File: src/rtl/adder_30_pkg.sv
// adder_30_pkg
// Shared constants and types for the adder_30 slice.
//   ADDER_30_WIDTH     operand width (3)
//   ADDER_30_SUM_W     sum width, operand width plus carry-out (4)
//   adder_30_sum_t     registered sum type
//   adder_30_operand_t packed {a, b, cin}, laid out a-high / cin-low so it
//                      matches the flat pi[6:0] bit order of the slice
package adder_30_pkg;

    localparam int ADDER_30_WIDTH = 3;
    localparam int ADDER_30_SUM_W = ADDER_30_WIDTH + 1;

    typedef logic [ADDER_30_SUM_W-1:0] adder_30_sum_t;

    typedef struct packed {
        logic [ADDER_30_WIDTH-1:0] a;
        logic [ADDER_30_WIDTH-1:0] b;
        logic                      cin;
    } adder_30_operand_t;

endpackage

File: src/rtl/adder_30_if.sv
// adder_30_if
// Operand/result bundle of the adder_30 slice.
//   in_valid  operands valid this cycle          (master -> slave)
//   a, b      WIDTH-bit operands                 (master -> slave)
//   cin       carry-in                           (master -> slave)
//   out_valid sum register updated last cycle    (slave -> master)
//   sum       WIDTH+1-bit registered result      (slave -> master)
interface adder_30_if
    import adder_30_pkg::*;
#(
    parameter int WIDTH = ADDER_30_WIDTH
);

    logic             in_valid;
    logic [WIDTH-1:0] a;
    logic [WIDTH-1:0] b;
    logic             cin;
    logic             out_valid;
    logic [WIDTH:0]   sum;

    modport master (
        output in_valid, a, b, cin,
        input  out_valid, sum
    );

    modport slave (
        input  in_valid, a, b, cin,
        output out_valid, sum
    );

endinterface

File: src/rtl/adder_30_fa.sv
// adder_30_fa / adder_30_fa_approx
// Single-bit adder cells for the adder_30 ripple chain.
//   i_a, i_b  operand bits
//   i_c       carry in
//   o_s       sum bit
//   o_c       carry out
// adder_30_fa is the exact full adder. adder_30_fa_approx is the cheaper
// LSB cell used only when ADDER_30_APPROX_EN is defined: the sum is an OR
// of the three inputs and the carry ignores the incoming carry.
module adder_30_fa (
    input  logic i_a,
    input  logic i_b,
    input  logic i_c,
    output logic o_s,
    output logic o_c
);

    assign o_s = i_a ^ i_b ^ i_c;
    assign o_c = (i_a & i_b) | (i_a & i_c) | (i_b & i_c);

endmodule

module adder_30_fa_approx (
    input  logic i_a,
    input  logic i_b,
    input  logic i_c,
    output logic o_s,
    output logic o_c
);

    assign o_s = i_a | i_b | i_c;
    assign o_c = i_a & i_b;

endmodule

File: src/rtl/adder_30_core.sv
// adder_30_core
// Registered WIDTH + WIDTH + carry-in adder slice, one-cycle latency.
//   clk    rising-edge clock
//   rst_n  asynchronous active-low reset, released on the next clk edge
//   bus    adder_30_if slave: in_valid, a, b, cin in; out_valid, sum out
// Build option: define ADDER_30_APPROX_EN to replace the bit-0 cell with
// the approximate cell; all timing, reset and valid behaviour is unchanged.
module adder_30_core
    import adder_30_pkg::*;
#(
    parameter int WIDTH = ADDER_30_WIDTH
) (
    input  logic        clk,
    input  logic        rst_n,
    adder_30_if.slave   bus
);

    logic [WIDTH:0]   w_c;
    logic [WIDTH-1:0] w_s;
    logic [WIDTH:0]   w_result;

    logic [WIDTH:0]   r_sum;
    logic             r_valid;

    assign w_c[0] = bus.cin;

    for (genvar gi = 0; gi < WIDTH; gi++) begin : g_cell
        if (gi == 0) begin : g_lsb
`ifdef ADDER_30_APPROX_EN
            adder_30_fa_approx u_fa (
                .i_a (bus.a[gi]),
                .i_b (bus.b[gi]),
                .i_c (w_c[gi]),
                .o_s (w_s[gi]),
                .o_c (w_c[gi+1])
            );
`else
            adder_30_fa u_fa (
                .i_a (bus.a[gi]),
                .i_b (bus.b[gi]),
                .i_c (w_c[gi]),
                .o_s (w_s[gi]),
                .o_c (w_c[gi+1])
            );
`endif
        end else begin : g_upper
            adder_30_fa u_fa (
                .i_a (bus.a[gi]),
                .i_b (bus.b[gi]),
                .i_c (w_c[gi]),
                .o_s (w_s[gi]),
                .o_c (w_c[gi+1])
            );
        end
    end

    assign w_result = {w_c[WIDTH], w_s};

    // Sum only loads on valid cycles, so operands (even X) seen while
    // in_valid=0 never reach the register.
    always_ff @(posedge clk or negedge rst_n) begin
        if (!rst_n) begin
            r_sum   <= '0;
            r_valid <= 1'b0;
        end else begin
            r_valid <= bus.in_valid;
            if (bus.in_valid) begin
                r_sum <= w_result;
            end
        end
    end

    assign bus.out_valid = r_valid;
    assign bus.sum       = r_sum;

endmodule

File: src/flat_wrapper.sv
// flat-port wrapper written by rule: the top's interface ports become plain ports
module adder_30_core_flat import adder_30_pkg::*;
#(
    parameter int WIDTH = ADDER_30_WIDTH
)
  (clk, rst_n, bus_in_valid, bus_a, bus_b, bus_cin, bus_out_valid, bus_sum);
  adder_30_if #(.WIDTH(WIDTH)) bus_i ();
  input  logic clk;
  input  logic rst_n;
  input wire logic [$bits(bus_i.in_valid)-1:0] bus_in_valid;
  input wire logic [$bits(bus_i.a)-1:0] bus_a;
  input wire logic [$bits(bus_i.b)-1:0] bus_b;
  input wire logic [$bits(bus_i.cin)-1:0] bus_cin;
  output wire logic [$bits(bus_i.out_valid)-1:0] bus_out_valid;
  output wire logic [$bits(bus_i.sum)-1:0] bus_sum;
  assign bus_i.in_valid = bus_in_valid;
  assign bus_i.a = bus_a;
  assign bus_i.b = bus_b;
  assign bus_i.cin = bus_cin;
  assign bus_out_valid = bus_i.out_valid;
  assign bus_sum = bus_i.sum;
  adder_30_core #(.WIDTH(WIDTH)) u_core (.clk(clk), .rst_n(rst_n), .bus(bus_i));
endmodule
File: config.mk
export PLATFORM = sky130hd
export DESIGN_NAME = adder_30_core_flat
export DESIGN_NICKNAME = d
export VERILOG_FILES = /design/src/rtl/adder_30_pkg.sv /design/src/rtl/adder_30_if.sv /design/src/rtl/adder_30_fa.sv /design/src/rtl/adder_30_core.sv /design/src/flat_wrapper.sv
export SDC_FILE = /design/constraint.sdc
export NUM_CORES = 1
export LEC_CHECK = 0
export CAP_MARGIN = 20
export CORE_AREA = 5 5 42 44
export CTS_CLUSTER_SIZE = 8
export DETAILED_ROUTE_END_ITERATION = 16
export DIE_AREA = 0 0 47 49
export PLACE_DENSITY = 0.45
export SETUP_SLACK_MARGIN = 0.02
export SYNTH_ARGS = -nofsm -noshare
export SYNTH_HDL_FRONTEND = slang
export SYNTH_SLANG_ARGS = --single-unit
File: constraint.sdc
create_clock -name clk -period 0.9 [get_ports clk]
set_clock_uncertainty 0.1 [all_clocks]
set_input_delay 0.27 -clock clk [delete_from_list [all_inputs] [get_ports clk]]
set_output_delay 0.27 -clock clk [all_outputs]
set_load 0.03 [all_outputs]
After elaboration in Yosys (flattened, before gate mapping)

Cells that the tools add are included.

Flip-flop bits (word level): 5
Output and inout bits: 5
Input bits: 10
Logic and storage cells: 23

Bitwise logic cells: 21

Operator list:

| kind              | count |
|---|---|
| bitwise AND 1 bit | 9 |
| OR 1 bit          | 6 |
| XOR 1 bit         | 6 |

Depth between registers and ports, before layout

Gate-level depths: netlist (run 1).

Depth after elaboration: 9
Gate-level depth with buffers: 7
Depth with buffers taken out: 7

Modules after synthesis

A second synthesis (run 1) with hierarchy kept.

Cell total of the unflattened synthesis: 12
Area, all modules: 230.2 um2

Modules (own cells, without submodules):

| module        | instances | area each (um2) | cells an instance |
|---|---|---|---|
| adder_30_core | 1         | 170.2           | 9 |
| adder_30_fa   | 3         | 20.0            | 1 |

Worst setup path before layout (run 1)

Ideal clock, no wire load.

Kind: input port to flip-flop
Start: in bus_cin
End: reg u_core.r_sum[2], in the netlist u_core.bus.sum[2]
Setup slack: -802 ps
Stages: 7
Path buffers: 0
Arrival time: 1480 ps
Setup time: 122 ps
Cell sequence: inv_1 fa_1 inv_1 fa_1 inv_1 fa_1 mux2i_1

Word-level cells in the longest chain between the ends: 7
Elaborated cells between the ends (all ways): 9
Those cells by class: bitwise (9)

RTL lines:

| item                 | RTL line            | text |
|---|---|---|
| start, declared      | flat_wrapper.sv:13  | `input wire logic [$bits(bus_i.cin)-1:0] bus_cin;` |
| bitwise AND 1 bit    | adder_30_fa.sv:19   | `assign o_c = (i_a & i_b) \| (i_a & i_c) \| (i_b & i_c);` |
| OR 1 bit             | adder_30_fa.sv:19   |  |
| OR 1 bit *           | adder_30_fa.sv:19   |  |
| bitwise AND 1 bit    | adder_30_fa.sv:19   |  |
| OR 1 bit             | adder_30_fa.sv:19   |  |
| OR 1 bit *           | adder_30_fa.sv:19   |  |
| XOR 1 bit *          | adder_30_fa.sv:18   | `assign o_s = i_a ^ i_b ^ i_c;` |
| end signal, assigned | adder_30_core.sv:68 | `r_sum <= w_result;` |
| end, declared        | adder_30_core.sv:22 | `logic [WIDTH:0] r_sum;` |

Mark *: on every way between the ends. The rest lies on a longest branch, timed or not.
A chain may end at the register's enable or synchronous reset.

Worst setup path after layout (run 1)

Start: in bus_a[0]
End: reg u_core.r_sum[2], in the netlist u_core.bus.sum[2]

Word-level cells in the longest chain between the ends: 7
Elaborated cells between the ends (all ways): 9
Those cells by class: bitwise (9)

RTL lines:

| item                     | RTL line           | text |
|---|---|---|
| start, declared          | flat_wrapper.sv:11 | `input wire logic [$bits(bus_i.a)-1:0] bus_a;` |
| bitwise AND 1 bit        | adder_30_fa.sv:19  |  |
| OR 1 bit * (2 in series) | adder_30_fa.sv:19  |  |
| bitwise AND 1 bit        | adder_30_fa.sv:19  |  |
| OR 1 bit                 | adder_30_fa.sv:19  |  |
| OR 1 bit *               | adder_30_fa.sv:19  |  |
| XOR 1 bit *              | adder_30_fa.sv:18  |  |

Marks and branches as above.

==> results of run 1 <==
-- flip-flops by register name (all words and copies together) (netlist names) --
name and flops:
u_core.bus.out_valid 1, u_core.bus.sum 4
-- cells by family (layout without fill, tap and decap cells) --
kind of cell | after synthesis | in the layout | synth area share, %
multiplexers | 3 | 3 | 13.3
buffers and inverters | 9 | 33 | 12.9
AND/OR/NAND/NOR | 1 | 1 | 1.43
adder cells (fa/ha/maj) | 3 | 3 | 22.9
AO/OA/AOI/OAI | 1 | 1 | 1.90
flip-flops | 5 | 5 | 47.6
-- worst min path at each step --
stage,cells past startpoint,to
after global routing,1,u_core.bus.sum[3]$_DFFE_PN0P_
after global placement,1,u_core.bus.sum[0]$_DFFE_PN0P_
after floorplan,0,u_core.bus.out_valid$_DFF_PN0_
after CTS,1,u_core.bus.out_valid$_DFF_PN0_
after detailed placement,1,u_core.bus.out_valid$_DFF_PN0_
final,1,u_core.bus.out_valid$_DFF_PN0_
-- stage by stage --
stage                     instances  total power (uW)  hold WS (ns)  utilization [%]
final                            62               896         0.150             37.0
after global routing             62               961         0.163             37.0
after CTS                        60               883         0.153             35.2
after detailed placement         53               561         0.410             30.7
after global placement           53               557         0.400             30.7
after floorplan                  22               428        -0.126                -
-- per-layer routing --
metal,global-route usage (%),up-vias,part of all wire (%)
li1,-,109,-
met4,6.91,0,3.3
met1,5.63,104,31
met2,9.95,10,56
met5,0,-,0
met3,0,2,9.3
-- power by group --
part / internal, uW / leakage [uW] / total [uW] / switching (uW)
registers: 263 / 0.0000577 / 287 / 24.1
clock network: 167 / 0.0000150 / 256 / 88.3
logic: 197 / 0.000194 / 354 / 157
-- critical path: cells and delay by family --
family	cells	cell delay, ns
buf+inv	4	0.20
mux	1	0.06
fa+ha+maj	3	1.02
-- cell usage after synthesis --
library cell,count,area [um2]
sky130_fd_sc_hd__a21oi_1,1,5.00
sky130_fd_sc_hd__fa_1,3,60.1
sky130_fd_sc_hd__mux2_4,1,15.0
sky130_fd_sc_hd__mux2i_1,2,20.0
sky130_fd_sc_hd__nor2_1,1,3.75
sky130_fd_sc_hd__inv_1,9,33.8
sky130_fd_sc_hd__dfrtp_1,5,125
-- layout make-up --
class	instances	area share [%]
Clock buffer	4	5.07
Inverter	9	7.97
Multi-Input combinational cell	8	21.7
Sequential cell	5	24.2
Tap cell	16	3.86
Timing Repair Buffer	20	37.2
-- repair_timing --
item,CTS,global route
pin swaps,3,0
setup endpoints to repair,9,9
setup buffers,3,2
resized for setup,24,2
==> impl_metrics.yaml, run 1 <==
layout:
  multi_input_area_um2: 113
  nNetsFinal: 60
  antenna_cells_inserted: 0
  fill_count: 157
  final_design_area_no_fill_um2: 518
  synthToLayoutAreaGrowth_pct: 97.1
  drive_gt1_share_pct: 56.5
  leading_cell_type_in_the_layout_fill_and_taps_excluded: "sky130_fd_sc_hd__buf_6"
  regArea_um2: 125
  layout_common_cells: "sky130_fd_sc_hd__buf_6 (7), sky130_fd_sc_hd__buf_4 (5), sky130_fd_sc_hd__dfrtp_1 (5)"
clock_network:
  cts_tree: "built"
  numClockSinks: 5
  cts_made_buffers: 3
  cts.root.buffer_cell: "sky130_fd_sc_hd__clkbuf_4"
  cts.path.max_buffers: 2
  clkLatencyLatePin_ns: 0.24
  clk_pin_slew_worst_paths_ns: 0.04
  cts_max_level: 1
  cts.hold.buffers_added: 0
setup_path:
  timing.rr.end: "u_core.bus.sum[1]$_DFFE_PN0P_"
  worst_setup_path_endpoint: "u_core.bus.sum[2]$_DFFE_PN0P_"
  timing.rr.start: "u_core.bus.sum[1]$_DFFE_PN0P_"
  worst_path_max_delay_cell: "sky130_fd_sc_hd__fa_1"
  start_kind: "primary input"
  timing.critical_path.from: "bus_a[0]"
  crit_chain: "buf_8, inv_8, fa_2, inv_2, fa_2, inv_2, fa_1, mux2i_1"
  cp.arrival_ns: 1.55
  worst-r2r-setup-slack_ns: -0.20
  critical-path-max-stage-delay_ns: 0.47
  worstPathMaxFanout: 1
  end_kind: "register"
  timing.setup.critical_path_class: "primary input to register"
  length_in_cells_of_the_worst_reg_to_reg_path: 3
  crit_required_ns: 0.92
floorplanning:
  initial_utilization_pct: 18.8
  fp-row-count: 14
  design.core.area_um2: 1400
  fp.dieW_um: 47
  io_pins: 15
  die-height_um: 49
  total_die_area_um2: 2300
synth:
  post_synth_inst_count: 22
  synthDistinctLibCells: 7
  synth_seq_cells: 5
  synth_nets: 35
  synth.yosys.seq_area_share_pct: 47.6
  avgSynthCellArea_um2: 11.9
  synth.cell_area_um2: 263
  warnings_synthesis: 0
routing:
  avgViaCountPerCell: 3.63
  drt_drc_violations_left: 0
  detail-route-antenna-nets: 0
  starting_drt_drc_count: 1
  firstDrtPassIters: 4
  wl_per_cell_um: 8.85
  drt-total-wl_um: 549
  via_count: 225
placement:
  numPortBuffers: 14
  dp.final_hpwl_um: 470
  gpl.final_weighted_congestion: 0.651
  placedInstanceArea_um2: 430
  place_ws_ns: -1.43
timing:
  final_min_period_over_clock_period_pct: 170
  setup_viol: 9
  final-max-slew-violation-count: 0
  hold_viol_final: 0
  timing.final.crit_period_ns: 1.53
  unrepaired_setup_endpoints_after_global_routing: "yes"
  setup_slack_ns: -0.631
  timing.slew.headroom_pct: 84.9
  fmax_mhz: 653
  tightest_slew_ns: 0.225
  tns_ns: -2.95
global_routing:
  grt_util_all_layers_pct: 5.96
  antenna_violations_before_repair: 0
  global_route.overflow_total: 0
  grt_pass1_wl_um: 959
  grt_start_max_net_pins: 6
  first_global_vias: 258
power:
  ir_worst_vdd_uv: 520
  cellPowerDensity_nw_per_um2: 1730
  leakage_uw: 0.000266
run:
  timing.max_cap.violations: 0
run_status:
  failed_checks: "setup timing"
  status: "finished with violations"
worst_hold_path:
  hold_path_class: "primary input to asynchronous set/reset pin"
No activity file was read; power rests on OpenSTA's default activity.
==> run 2, diff against run 1 <==
Settings changed: CTS_CLUSTER_SIZE 8 to 10, PLACE_DENSITY 0.45 to 0.47.
Clock period 0.9 ns to 1.4 ns, I/O delays scaled along.
==> run 2 against run 1 <==
  * The flow still finishes with violations (setup timing)
  * Core utilization decreased by 4.9 points
  * Global-route usage decreased by 0.063 points
  * Sequential cell count unchanged
  * Non-clock buffer count decreased by 5
  * Worst setup slack improved by 0.35 ns
  * Sequential power decreased by 36%
  * Cell area decreased by 13%
  * Count of clock-buffer cells in the layout unchanged
  * First-iteration DRC count decreased by 100%
  * Die area unchanged
  * Power decreased by 42%
  * Clock power decreased by 35%
  * Critical path type unchanged
  * Largest power group is now sequential cells
  * Highest routed layer unchanged
==> impl_metrics.yaml, run 2 (synthesis gave the netlist of run 1 again) <==
clock_network:
  numClockSinks: 5
  cts.root.buffer_cell: "sky130_fd_sc_hd__clkbuf_4"
  cts_made_buffers: 3
  cts_max_level: 1
  cts_tree: "built"
  cts.path.max_buffers: 2
  clk_pin_slew_worst_paths_ns: 0.05
  clkLatencyLatePin_ns: 0.24
  cts_setup_buffers: 0
setup_path:
  crit_chain: "buf_8, inv_8, fa_2, inv_2, fa_2, inv_2, fa_1, mux2i_1"
  critical-path-max-stage-delay_ns: 0.47
  worst_path_max_delay_cell: "sky130_fd_sc_hd__fa_1"
  timing.setup.critical_path_class: "primary input to register"
  worstPathMaxFanout: 1
  crit_required_ns: 1.42
  cp.arrival_ns: 1.70
  end_kind: "register"
  worst-r2r-setup-slack_ns: 0.53
  start_kind: "primary input"
routing:
  starting_drt_drc_count: 0
  drt-total-wl_um: 526
  wl_per_cell_um: 9.23
  drt_drc_violations_left: 0
  via_count: 199
  avgViaCountPerCell: 3.49
  detail-route-antenna-nets: 0
  firstDrtPassIters: 1
floorplanning:
  total_die_area_um2: 2300
  fp-row-count: 14
  die-height_um: 49
  io_pins: 15
  fp.dieW_um: 47
  initial_utilization_pct: 18.8
  design.core.area_um2: 1400
timing:
  setup_viol: 3
  unrepaired_setup_endpoints_after_global_routing: "yes"
  timing.final.crit_period_ns: 1.68
  hold_viol_final: 0
  setup_slack_ns: -0.284
  tightest_slew_ns: 0.223
  timing.slew.headroom_pct: 85.1
  final-max-slew-violation-count: 0
  final_min_period_over_clock_period_pct: 120
  fmax_mhz: 594
global_routing:
  grt_util_all_layers_pct: 5.90
  grt_pass1_wl_um: 883
  antenna_violations_before_repair: 0
  grt_start_max_net_pins: 6
  first_global_vias: 211
  global_route.overflow_total: 0
layout:
  fill_count: 156
  drive_gt1_share_pct: 48.8
  final_design_area_no_fill_um2: 449
  antenna_cells_inserted: 0
  leading_cell_type_in_the_layout_fill_and_taps_excluded: "sky130_fd_sc_hd__buf_4"
  nNetsFinal: 55
  layoutNonFillerInstCount: 57
  layout_common_cells: "sky130_fd_sc_hd__buf_4 (6), sky130_fd_sc_hd__dfrtp_1 (5), sky130_fd_sc_hd__inv_2 (4), sky130_fd_sc_hd__inv_1 (4), sky130_fd_sc_hd__clkdlybuf4s50_1 (4)"
  number_of_flip_flops_in_the_largest_register: 4
  synthToLayoutAreaGrowth_pct: 71.0
  regArea_um2: 125
  layout.core_utilization_pct: 32.1
  multi_input_area_um2: 109
placement:
  placed_cells: 53
  gpl.final_weighted_congestion: 0.594
  numPortBuffers: 14
  dp.final_hpwl_um: 482
  place_ws_ns: -1.08
  placedInstanceArea_um2: 430
power:
  cellPowerDensity_nw_per_um2: 1150
  leakage_uw: 0.000231
  ir_worst_vdd_uv: 342
  p_total_uw: 517
run_status:
  failed_checks: "setup timing"
  status: "finished with violations"
run:
  timing.max_cap.violations: 0
worst_hold_path:
  hold_path_class: "primary input to asynchronous set/reset pin"
## run 2: metrics by stage
step	hold WS (ns)	setup TNS (ns)
global route	0.318	-0.770
CTS	0.305	-0.701
detailed placement	0.420	-3.51
floorplan	0.0244	-1.14
finish	0.299	-0.694
global placement	0.409	-3.45
## run 2: repair_timing
| action | 4_1_cts | 5_1_grt |
|---|---|---|
| hold buffers | 0 | 0 |
| gates resized for setup | 17 | 0 |
| endpoints found under the setup margin | 4 | 3 |
| pin swaps | 3 | 0 |
| cloned | 0 | 0 |
## run 2: path summary, 6_finish.rpt
kind | endpoint | start | cells past startpoint
max | u_core.bus.sum[2]$_DFFE_PN0P_ | bus_a[0] | 8
min | u_core.bus.sum[3]$_DFFE_PN0P_ | rst_n | 1
max reg2reg | u_core.bus.sum[1]$_DFFE_PN0P_ | u_core.bus.sum[1]$_DFFE_PN0P_ | 1
min reg2reg | u_core.bus.sum[3]$_DFFE_PN0P_ | u_core.bus.sum[3]$_DFFE_PN0P_ | 2
max in group asynchronous | u_core.bus.sum[0]$_DFFE_PN0P_ | rst_n | 1
min in group clk | u_core.bus.sum[3]$_DFFE_PN0P_ | u_core.bus.sum[3]$_DFFE_PN0P_ | 2
## run 2: layer usage
layer / GRT usage, % / part of all wire [%] / up-vias
met5: 0 / 0 / -
met4: 6.91 / 1.7 / 0
met3: 2.21 / 9.3 / 2
met2: 8.82 / 58 / 6
met1: 5.20 / 31 / 92
li1: - / - / 99
## run 2: worst max-delay path: cells and delay by family
family / cells / cell delay [ns]
multiplexers: 1 / 0.06
buffers and inverters: 4 / 0.20
adder cells (fa/ha/maj): 3 / 1.02
## run 2: final cells by class
cell class	count	area share [%]
clock buffers	4	5.85
multi-input cells	8	24.2
well taps	16	4.46
flip-flops and latches	5	27.9
repair buffers	15	28.4
inverters	9	9.19
## run 2: power by group
| part | internal [uW] | total, uW | switching, uW |
|---|---|---|---|
| logic | 78.3 | 169 | 90.4 |
| clock network | 108 | 166 | 57.9 |
| registers | 169 | 183 | 14.4 |
| total | 355 | 517 | 163 |
==> run 3, diff against run 2 <==
--- a/config.mk
+++ b/config.mk
@@ -11,7 +11,9 @@
 export DETAILED_ROUTE_END_ITERATION = 16
 export DIE_AREA = 0 0 47 49
-export PLACE_DENSITY = 0.47
+export HOLD_SLACK_MARGIN = 0.1
+export PLACE_DENSITY = 0.44
 export SETUP_SLACK_MARGIN = 0.02
 export SYNTH_ARGS = -nofsm -noshare
 export SYNTH_HDL_FRONTEND = slang
+export SYNTH_HIERARCHICAL = 1
 export SYNTH_SLANG_ARGS = --single-unit
==> constraint.sdc (replaced) <==
create_clock -name clk -period 1.4 [get_ports clk]
set_clock_uncertainty 0.1 [all_clocks]
set_input_delay 0.42 -clock clk [delete_from_list [all_inputs] [get_ports clk]]
set_output_delay 0.42 -clock clk [all_outputs]
set_load 0.005 [all_outputs]
==> run 3 against run 2 <==
  * The run still ends with setup timing left
  * Non-clock buffer count is the same
  * Sequential power hardly changed
  * Synthesized cell count down 45%
  * Sequential share of layout area increased by 2.1 points
  * Clock power about the same
  * Worst setup slack worse by 0.23 ns
  * Maximum frequency down 12%
  * Critical endpoint is now u_core/bus.sum[2]$_DFFE_PN0P_
  * Highest routed layer unchanged
==> impl_metrics.yaml, run 3 <==
run_status:
  status: "finished with violations"
  failed_checks: "setup timing"
synth:
  synth_edf_count: 0
  async_reset_ff_share_pct: 100
  synth_top_cells_by_count: "sky130_fd_sc_hd__dfrtp_1 (5), sky130_fd_sc_hd__mux2_2 (4), sky130_fd_sc_hd__fa_1 (3)"
  warnings_synthesis: 6
  synth.cell_area_um2: 230
  synth_nets: 25
  synth_seq_cells: 5
  synthDominantCellAreaShare_pct: 54.3
  synth_most_common_cell: "sky130_fd_sc_hd__dfrtp_1"
  yosys_most_used_dff: "sky130_fd_sc_hd__dfrtp_1"
  synth.yosys.seq_area_share_pct: 54.3
  yosys-top-cells-area: "sky130_fd_sc_hd__dfrtp_1 (54%), sky130_fd_sc_hd__fa_1 (26%), sky130_fd_sc_hd__mux2_2 (20%)"
  avgSynthCellArea_um2: 19.2
  synthDistinctLibCells: 3
  post_synth_inst_count: 12
  synthDominantAreaCellType: "sky130_fd_sc_hd__dfrtp_1"
timing:
  hold_viol_final: 0
  final-max-slew-violation-count: 0
  unrepaired_setup_endpoints_after_global_routing: "yes"
  timing.slew.headroom_pct: 82.9
  hold_slack_ns: 0.293
  fmax_mhz: 523
  tightest_slew_ns: 0.256
  timing.final.crit_period_ns: 1.91
  tns_ns: -1.11
  final_min_period_over_clock_period_pct: 137
  setup_slack_ns: -0.513
  setup_viol: 3
clock_network:
  cts.root.buffer_cell: "sky130_fd_sc_hd__clkbuf_4"
  cts_max_level: 1
  cts.path.max_buffers: 2
  cts_made_buffers: 3
  cts.hold.buffers_added: 0
  clk_pin_slew_worst_paths_ns: 0.05
  cts_tree: "built"
  numClockSinks: 5
  clkLatencyLatePin_ns: 0.24
floorplanning:
  fp.dieW_um: 47
  fp-row-count: 14
  total_die_area_um2: 2300
  die-height_um: 49
  io_pins: 15
  design.core.area_um2: 1400
  initial_utilization_pct: 16.4
setup_path:
  worstPathMaxFanout: 1
  start_kind: "primary input"
  worst-r2r-setup-slack_ns: 0.42
  end_kind: "register"
  crit_required_ns: 1.42
  cp.arrival_ns: 1.93
  length_in_cells_of_the_worst_reg_to_reg_path: 2
  timing.rr.start: "u_core/bus.sum[3]$_DFFE_PN0P_"
  timing.rr.end: "u_core/bus.sum[3]$_DFFE_PN0P_"
  timing.setup.critical_path_class: "primary input to register"
layout:
  layoutNonFillerInstCount: 47
  leading_cell_type_in_the_layout_fill_and_taps_excluded: "sky130_fd_sc_hd__dfrtp_1"
  antenna_cells_inserted: 0
  nNetsFinal: 45
  drive_gt1_share_pct: 54.8
  synthToLayoutAreaGrowth_pct: 81.5
  number_of_flip_flops_in_the_largest_register: 4
  layout.core_utilization_pct: 29.8
routing:
  met2WireLength_um: 192
  route.met3.wl_um: 126
  drt-total-wl_um: 569
  starting_drt_drc_count: 0
  wl_per_cell_um: 12.1
  via_count: 176
  detail-route-antenna-nets: 0
  drt_drc_violations_left: 0
  avgViaCountPerCell: 3.74
  routed_met1_length_um: 239
  firstDrtPassIters: 1
  routed.top_layer: "met4"
placement:
  place_ws_ns: -1.13
  placed_cells: 42
  gpl.final_weighted_congestion: 0.704
  numPortBuffers: 14
global_routing:
  grt_util_all_layers_pct: 7.11
  grt_pass1_wl_um: 1010
  grt_start_max_net_pins: 6
  first_global_vias: 214
  antenna_violations_before_repair: 0
  global_route.overflow_total: 0
power:
  leakage_uw: 0.000191
  cellPowerDensity_nw_per_um2: 1110
  ir_worst_vdd_uv: 433
run:
  timing.max_cap.violations: 0
worst_hold_path:
  hold_path_class: "primary input to asynchronous set/reset pin"
==> run 3: cell types whose count changed after synthesis <==
cell                      change
sky130_fd_sc_hd__inv_1        -9
sky130_fd_sc_hd__mux2_2       +4
sky130_fd_sc_hd__nor2_1       -1
sky130_fd_sc_hd__a21oi_1      -1
sky130_fd_sc_hd__mux2_4       -1
sky130_fd_sc_hd__mux2i_1      -2
==> run 3: logic make-up (layout without fill, tap and decap cells) <==
logic type,after synthesis,in the layout,share of synthesized area (%)
buffers and inverters,0,19,0
DFF,5,5,54.3
muxes,4,4,19.6
adders and majority gates,3,3,26.1
==> run 3: how the worst max path moves through the flow <==
| stage | startpoint | end | slack [ns] | cells after the start |
|---|---|---|---|---|
| after floorplan | bus_a[0] | u_core/bus.sum[2]$_DFFE_PN0P_ | -0.63 | 4 |
| after global placement | bus_a[0] | u_core/bus.sum[2]$_DFFE_PN0P_ | -1.13 | 5 |
| after detailed placement | bus_a[0] | u_core/bus.sum[2]$_DFFE_PN0P_ | -1.13 | 5 |
| after CTS | bus_cin | u_core/bus.sum[2]$_DFFE_PN0P_ | -0.52 | 5 |
| after global routing | bus_a[0] | u_core/bus.sum[2]$_DFFE_PN0P_ | -0.52 | 5 |
| final | bus_a[0] | u_core/bus.sum[2]$_DFFE_PN0P_ | -0.51 | 5 |
==> run 3: area by class of cell <==
cell class | count | area, um2
clock buffers | 4 | 26.3
fillers | 156 | 983
well taps | 16 | 20.0
repair buffers | 15 | 130
flip-flops and latches | 5 | 125
multi-input cells | 7 | 116
==> run 3: critical path, cell delays in order <==
cell	delay [ns]
sky130_fd_sc_hd__buf_6	0.09
sky130_fd_sc_hd__fa_2	0.38
sky130_fd_sc_hd__fa_2	0.37
sky130_fd_sc_hd__fa_2	0.40
sky130_fd_sc_hd__mux2_4	0.26
==> run 3: report_power, final <==
group          switching [uW]  total, uW  internal (uW)
combinational            38.6        113           74.7
clock                    58.7        166            108
sequential               12.6        183            170
total                     110        462            352
==> run 3: per-stage QoR <==
| step | power [uW] | area [um2] |
|---|---|---|
| detailed placement | 314 | 398 |
| finish | 462 | 418 |
| CTS | 486 | 424 |
| global route | 500 | 418 |
| global placement | 313 | 398 |
| floorplan | 219 | 238 |
==> run 3: what timing repair did <==
item | CTS | global route
pin swaps | 3 | 3
buffers inserted | 1 | 0
gates cloned | 0 | 0
resized for setup | 26 | 5
endpoints found under the setup margin | 9 | 7
==> run 3: metal layers <==
layer  track usage [%]  vias up
met4              5.53        0
met1              8.60       80
met3              6.27        2
li1                  -       77
met5                 0        -
met2              7.47       17
